[config.mk]
export PLATFORM = sky130hd
export DESIGN_NAME = scoap_comparator_tpi
export DESIGN_NICKNAME = d
export VERILOG_FILES = /design/src/rtl/scoap_comparator_tpi.sv
export SDC_FILE = /design/constraint.sdc
export NUM_CORES = 1
export LEC_CHECK = 0
export CORE_AREA = 3 3 40 42
export CTS_BUF_LIST = sky130_fd_sc_hd__clkbuf_4
export CTS_CLUSTER_DIAMETER = 120
export DETAILED_ROUTE_END_ITERATION = 8
export DIE_AREA = 0 0 43 45
export DONT_BUFFER_PORTS = 1
export SYNTH_ARGS = -nofsm -noshare
export SYNTH_HDL_FRONTEND = slang
export SYNTH_SLANG_ARGS = --single-unit
[constraint.sdc]
create_clock -name clk -period 1 [get_ports clk]
set_input_delay 0.25 -clock clk [delete_from_list [all_inputs] [get_ports clk]]
set_output_delay 0.25 -clock clk [all_outputs]
set_load 0.05 [all_outputs]
[src/rtl/scoap_comparator_tpi.sv]
// Dual equality comparator: baseline datapath beside a copy carrying one OR
// control point on eq_ab and one observation point, for cycle-by-cycle DFT comparison.

// WIDTH-bit equality as an explicit per-bit XNOR row feeding an AND chain,
// so every XNOR output and every partial product is its own named net.
module scoap_eq_tree #(
    parameter int WIDTH = 4
) (
    input  logic [WIDTH-1:0] x_i,
    input  logic [WIDTH-1:0] y_i,
    output logic             eq_o
);
    logic [WIDTH-1:0] xnor_bit;
    logic [WIDTH-1:0] and_chain;

    genvar i;
    generate
        for (i = 0; i < WIDTH; i++) begin : g_bit
            assign xnor_bit[i] = x_i[i] ~^ y_i[i];
            if (i == 0) begin : g_head
                assign and_chain[i] = xnor_bit[i];
            end else begin : g_link
                assign and_chain[i] = and_chain[i-1] & xnor_bit[i];
            end
        end
    endgenerate

    assign eq_o = and_chain[WIDTH-1];
endmodule

module scoap_comparator_tpi #(
    parameter int WIDTH = 4
) (
    input  logic             clk,
    input  logic             rst,
    input  logic [WIDTH-1:0] a,
    input  logic [WIDTH-1:0] b,
    input  logic [WIDTH-1:0] c,
    input  logic [WIDTH-1:0] d,
    input  logic             test_mode,
    output logic             y_base,
    output logic             y_tpi,
    output logic             obs
);
    logic base_eq_ab, base_eq_cd;
    logic tpi_eq_ab,  tpi_eq_cd;
    logic cp_ab;
    logic y_base_d, y_tpi_d, obs_d;
    logic y_base_q, y_tpi_q, obs_q;

    // Baseline trees.
    scoap_eq_tree #(.WIDTH(WIDTH)) u_base_ab (.x_i(a), .y_i(b), .eq_o(base_eq_ab));
    scoap_eq_tree #(.WIDTH(WIDTH)) u_base_cd (.x_i(c), .y_i(d), .eq_o(base_eq_cd));

    // TPI trees are separate instances so the two datapaths share no nets.
    scoap_eq_tree #(.WIDTH(WIDTH)) u_tpi_ab  (.x_i(a), .y_i(b), .eq_o(tpi_eq_ab));
    scoap_eq_tree #(.WIDTH(WIDTH)) u_tpi_cd  (.x_i(c), .y_i(d), .eq_o(tpi_eq_cd));

    // OR control point forces eq_ab to 1 in test mode; the observation point
    // keeps the masked eq_ab node visible.
    assign cp_ab    = tpi_eq_ab | test_mode;
    assign y_base_d = base_eq_ab & base_eq_cd;
    assign y_tpi_d  = cp_ab & tpi_eq_cd;
    assign obs_d    = test_mode & tpi_eq_ab;

    always_ff @(posedge clk) begin
        if (rst) begin
            y_base_q <= 1'b0;
            y_tpi_q  <= 1'b0;
            obs_q    <= 1'b0;
        end else begin
            y_base_q <= y_base_d;
            y_tpi_q  <= y_tpi_d;
            obs_q    <= obs_d;
        end
    end

    assign y_base = y_base_q;
    assign y_tpi  = y_tpi_q;
    assign obs    = obs_q;
endmodule

======== Word level (Yosys, flattened, before mapping) ========
Cells that the tools add are included.
storage, ports and cells
  output and inout port bits .............. 3
  logic and storage cells ................. 21
  bits in registers ....................... 3
operators by class
  bitwise logic cells ..................... 18
operators with widths
  kind                number
  bitwise AND 1 bit   9
  bitwise XNOR 1 bit  8
  bitwise OR 1 bit    1

======== Depth between registers and ports, before layout ========
Gate-level depths: netlist (run 1).
  depth after elaboration ................. 6
  mapped depth ............................ 3

======== Hierarchy ========
A second synthesis (run 1) with hierarchy kept.
second synthesis, totals
  cells, all modules ...................... 29
  area total of the unflattened synthesis .. 281.5 µm²
modules (own cells, without submodules)
  module                instances  sequential area each (µm²)  area each (µm²)  cells an instance
  scoap_eq_tree         4          0.0                         47.5             5
  scoap_comparator_tpi  1          60.1                        91.3             9

======== Worst setup path after synthesis (run 1) ========
OpenSTA, ideal clock, no wires.
  path kind ............................... input port to flip-flop
  start point ............................. input port d[3]
  end point ............................... register y_tpi_q, in the netlist y_tpi
  stages on the path ...................... 3
  slack ................................... 0.031 ns
  setup time .............................. 0.079 ns
  path buffers ............................ 0
  required time ........................... 0.921 ns
  data arrival time ....................... 0.890 ns
  cells stage by stage .................... nor2b_1 > a2111o_1 > a211oi_2
on the way
  longest elaborated chain between the ends .. 3
ends and longest elaborated chain
  what                  RTL line  text
  from (decl)           39        input logic [WIDTH-1:0] d,
  bitwise XNOR 1 bit    19        assign xnor_bit[i] = x_i[i] ~^ y_i[i];
  bitwise AND 1 bit     23        assign and_chain[i] = and_chain[i-1] & xnor_bit[i];
  bitwise AND 1 bit     63        assign y_tpi_d = cp_ab & tpi_eq_cd;
  to (signal assigned)  73        y_tpi_q <= y_tpi_d;
  to (decl)             49        logic y_base_q, y_tpi_q, obs_q;
Every way passes these cells.
A chain may end at the register's enable or synchronous reset.

======== Worst setup path after layout (run 1) ========
  start point ............................. register y_tpi_q, in the netlist y_tpi
  end point ............................... output port y_tpi
RTL lines
  what       RTL line  text
  to (decl)  42        output logic y_tpi,
No word-level cell between the ends.

==> results.toml, run 1 <==
[run_status]
status = "finished clean"

[clock_tree]
clockBufferDepth = 2
cts-buffers-inserted = 3
ctsHoldBuffers = 0
cts_setup_buffers = 0
clock-sinks = 3
ctsRootBufferMaster = "clkbuf_4"
cts_tree = "built"
htreeDepth = 1
cts_repair_resize_count = 0
clk_pin_slew_ns = 0.04

[synth]
synth_edf_count = 0
synth_top_area_cell = "dfxtp_1"
ys_seq_area_share_pct = 32.4
synth-seq-cells = 3
synth.area.top_cells = "dfxtp_1 32%, xnor2_1 24%, a211oi_2 6.8%, nand2b_1 6.8%, nor2b_1 6.8%"
syn_avg_cell_area_sq_um = 9.26
synthFlopType = "dfxtp_1"
postSynthCellCount = 20
synthTopCellsByCount = "5 x xnor2_1, 3 x dfxtp_1"
async_flop_share_pct = 0
yosysWarnings = 0
syn_nets = 39
synth_top_area_share_pct = 32.4
yosysMostFrequentCell = "xnor2_1"
synth_cell_types = 10
syn-cell-area_sq_um = 185

[drt]
vias = 159
drt_iter0_markers = 4
drc = 0
top_layer_used = "met3"
post_drt_wl_per_cell_microns = 10.2
ant_nets = 0
drt-pass1-iter-count = 2
via_per_inst = 3.79
drt-met1-wl_microns = 142
drt-total-wl_microns = 427
dr_wl_met2_microns = 231
met3_wirelength_microns = 53

[global_route]
grt_pass1_vias = 163
antenna_found_initial = 0
overflow = 0
grt_pass1_wl_microns = 662
grt_max_degree = 4
globalRouteTotalUtil_pct = 4.82

[setup_path]
crit_fanout = 1
startpoint = "y_tpi$_SDFF_PP0_"
cp.required_ns = 0.75
criticalPathCategory = "reg -> out"
critPathCaptureType = "primary output"
crit_cells = 1
cp_data_arrival_time_ns = 0.72
worstSetupEndpoint = "y_tpi"
critical-path-top-delay-family = "flip-flops"
cpMaxStageDelayCell = "dfxtp_1"
slowest_delay_ns = 0.30
start_kind = "register"
crit_chain = "buf_4"
cp_num_buf_inv = 1

[floorplan]
fp-row-count = 13
io_pins = 22
core_area_sq_um = 1280
start_util_pct = 14.4
die_width_microns = 43
design.die.area_sq_um = 1940
die_y_microns = 45

[layout]
finish.utilization_pct = 20.3
fillers = 141
final_area_sq_um = 260
fin_nets = 47
syn2layout_area_growth_pct = 40.5
final_cells = 42
drive_gt1_share_pct = 29.6
antenna_cells = 0

[sta]
rsz0062_at_grt = "no"
whs_ns = 0.0935
tns_ns = 0
tightest_slew_ns = 0.276
report.final.slew_viol_count = 0
setup_viol = 0
max_slew_margin_pct = 81.6
fin_crit_ns = 0.968
fmax_mhz = 1030
period_share_pct = 96.8
hold_violations = 0

[power]
switching_share_pct = 20.2
seq_power_share_pct = 30.1
power.static_leakage_nw = 0.0961
p_clk_share_pct = 57.8
p_int_uw = 325
power.share.combinational_pct = 12.1
pwr_density_cell_nw_per_um2 = 1560
p_switching_uw = 82.1
peakVddDrop_mv = 0.342

[place]
gp_congestion = 0.539
io_buffers = 0
dp.cells = 38
placed_cell_area_sq_um = 226

[flow_run]
maxCapViolations = 0

[worst_hold_path]
hold_start = "rst"
worst_hold_path_type = "in -> reg"
routing by layer:
layer | vias to the layer above | GRT usage (%)
met5 | - | 0
met4 | 0 | 3.61
met3 | 0 | 3.59
met2 | 9 | 7.19
met1 | 65 | 4.56
li1 | 85 | -
how the worst min path moves through the flow:
stage                     cells after the start  slack, ns              to
after floorplan                               1       0.33  obs$_SDFF_PP0_
after global placement                        1       0.33  obs$_SDFF_PP0_
after detailed placement                      1       0.33  obs$_SDFF_PP0_
after CTS                                     1       0.08  obs$_SDFF_PP0_
after global routing                          1       0.08  obs$_SDFF_PP0_
final                                         1       0.09  obs$_SDFF_PP0_
cells in the final DEF (no fill, tap or decap):
cell       instances
nor3_1             2
nand4_1            1
a211oi_2           1
a2111o_1           1
clkbuf_4           4
buf_6              1
o2111ai_1          1
nor2b_1            2
nand2b_1           2
dfxtp_1            3
inv_1              2
buf_4              2
xnor2_1            5
flip-flops by register name (all words and copies together), names as in the netlist:
signal  count
y_base      1
y_tpi       1
obs         1
final cells by class:
cell class	instances	area [sq um]	area share (%)
Tap cell	15	18.8	7.21
Multi-Input combinational cell	15	118	45.2
Timing Repair Buffer	3	26.3	10.1
Clock buffer	4	30.0	11.5
Inverter	2	7.51	2.88
Sequential cell	3	60.1	23.1
through the flow:
step | setup slack (ns) | power (mW)
after floorplan | 0.0309 | 0.167
after global placement | 0.00371 | 0.174
after detailed placement | -0.0175 | 0.174
after CTS | 0.0117 | 0.417
after global routing | 0.000126 | 0.436
final | 0.0323 | 0.407
power groups by stage:
stage	clock (mW)	combinational [mW]	sequential (mW)
4_1_cts	0.244	0.0504	0.122
6_report	0.235	0.0494	0.123
5_1_grt	0.259	0.0545	0.122
3_3_place_gp	0	0.0492	0.124
2_1_floorplan	0	0.0368	0.130
3_5_place_dp	0	0.0501	0.124
kinds of logic (layout without fill, tap and decap cells):
family / Yosys count / count (layout) / synth area share (%)
buffers and inverters: 2 / 9 / 4.06
AO/OA/AOI/OAI: 3 / 3 / 17.6
XOR/XNOR: 5 / 5 / 23.6
AND/OR/NAND/NOR: 7 / 7 / 22.3
flip-flops: 3 / 3 / 32.4
Power figures use the tool's default switching activity.
==> run 2, diff against run 1 <==
--- a/config.mk
+++ b/config.mk
@@ -5,12 +5,14 @@
 export SDC_FILE = /design/constraint.sdc
 export NUM_CORES = 1
 export LEC_CHECK = 0
+export CAP_MARGIN = 20
 export CORE_AREA = 3 3 40 42
 export CTS_BUF_LIST = sky130_fd_sc_hd__clkbuf_4
 export CTS_CLUSTER_DIAMETER = 120
 export DETAILED_ROUTE_END_ITERATION = 8
 export DIE_AREA = 0 0 43 45
 export DONT_BUFFER_PORTS = 1
+export SKIP_CTS_REPAIR_TIMING = 1
 export SYNTH_ARGS = -nofsm -noshare
 export SYNTH_HDL_FRONTEND = slang
 export SYNTH_SLANG_ARGS = --single-unit
==> results of run 2 <==
No change in the layout: final DEF, timing and power equal those of run 1.
==> run 3, diff against run 2 <==
==> constraint.sdc (replaced) <==
create_clock -name clk -period 1.2 [get_ports clk]
set_input_delay 0.3 -clock clk [delete_from_list [all_inputs] [get_ports clk]]
set_output_delay 0.3 -clock clk [all_outputs]
set_load 0.05 [all_outputs]
==> run 3 against run 2 <==
  * Core utilization shrank 0.29 points
  * Worst hold slack better by 0.050 ns
  * Flip-flop and latch count is the same
  * Non-clock buffer count unchanged
  * Total power is 17% lower
  * Clock power fell by 17%
  * First-iteration DRC count did not move
  * Largest power group unchanged
==> results.toml, run 3 (synthesis gave the netlist of run 1 again) <==
[global_route]
antenna_found_initial = 0
grt_pass1_vias = 163
globalRouteTotalUtil_pct = 4.82
grt_max_degree = 4
grt_pass1_wl_microns = 662
overflow = 0

[clock_tree]
htreeDepth = 1
clk_pin_slew_ns = 0.04
cts_tree = "built"
ctsRootBufferMaster = "clkbuf_4"
clockBufferDepth = 2
cts-buffers-inserted = 3
clock-sinks = 3

[setup_path]
critical-path-top-delay-family = "flip-flops"
critPathCaptureType = "primary output"
cp_data_arrival_time_ns = 0.73
crit_fanout = 1
slowest_delay_ns = 0.31
start_kind = "register"
crit_chain = "buf_4"
cp_num_buf_inv = 1
criticalPathCategory = "reg -> out"
cpMaxStageDelayCell = "dfxtp_1"
cp.required_ns = 0.90

[sta]
rsz0062_at_grt = "no"
period_share_pct = 85.4
fin_crit_ns = 1.03
whs_ns = 0.143
hold_violations = 0
fmax_mhz = 975
max_slew_margin_pct = 81.6
setup_viol = 0
report.final.slew_viol_count = 0
tightest_slew_ns = 0.276
tns_ns = 0

[layout]
finish.utilization_pct = 20.0
fin_nets = 47
syn2layout_area_growth_pct = 38.5
antenna_cells = 0
drive_gt1_share_pct = 29.6
final_cell_mix = "5 x xnor2_1, 4 x clkbuf_4, 3 x dfxtp_1, 3 x buf_4"
layout_commonest_cell = "xnor2_1"

[power]
pwr_density_cell_nw_per_um2 = 1320
power.static_leakage_nw = 0.0954
power_uw = 339
peakVddDrop_mv = 0.285

[floorplan]
die_width_microns = 43
die_y_microns = 45
core_area_sq_um = 1280
start_util_pct = 14.4
fp-row-count = 13
io_pins = 22
design.die.area_sq_um = 1940

[place]
io_buffers = 0
gp_congestion = 0.539

[drt]
drc = 0
drt-pass1-iter-count = 2
post_drt_wl_per_cell_microns = 10.2
ant_nets = 0
vias = 159
via_per_inst = 3.79
drt_iter0_markers = 4
drt-total-wl_microns = 428

[flow_run]
maxCapViolations = 0

[worst_hold_path]
hold_start = "rst"
holdPathStages = 1
holdPathEnd = "obs$_SDFF_PP0_"
worst_hold_path_type = "in -> reg"

[run_status]
status = "finished clean"
## run 3: cell counts in the layout (fill, tap and decap cells not counted)
No cell type changed its count.
## run 3: power breakdown
| group | internal (mW) | switching [mW] | leakage, nW |
|---|---|---|---|
| clock network | 0.147 | 0.0490 | 0.0184 |
| registers | 0.102 | 0.000352 | 0.0242 |
| logic | 0.0219 | 0.0191 | 0.0528 |
## run 3: worst max-delay path by stage
| stage | start | to | cells after the start |
|---|---|---|---|
| floorplan | d[3] | y_tpi$_SDFF_PP0_ | 3 |
| global placement | d[3] | y_base$_SDFF_PP0_ | 3 |
| detailed placement | d[3] | y_tpi$_SDFF_PP0_ | 3 |
| CTS | y_base$_SDFF_PP0_ | y_base | 1 |
| global route | y_base$_SDFF_PP0_ | y_base | 1 |
| finish | y_base$_SDFF_PP0_ | y_base | 1 |
## run 3: stage by stage
stage	cells	cell area [sq um]	setup WS [ns]
finish	42	256	0.175
global placement	38	226	0.154
detailed placement	38	226	0.132
global route	42	256	0.145
CTS	42	256	0.162
floorplan	20	185	0.181
## run 3: layout make-up
type	instances	area, sq um
multi-input cells	15	118
inverters	2	7.51
fillers	142	1030
clock buffers	4	30.0
flip-flops and latches	3	60.1
well taps	15	18.8
repair buffers	3	22.5
## run 3: per-layer routing
metal | wire (microns) | global-route usage (%) | vias to the layer above
met4 | 0 | 3.61 | 0
met1 | 142 | 4.56 | 65
li1 | - | - | 85
met3 | 54 | 3.59 | 0
met5 | 0 | 0 | -
met2 | 231 | 7.19 | 9
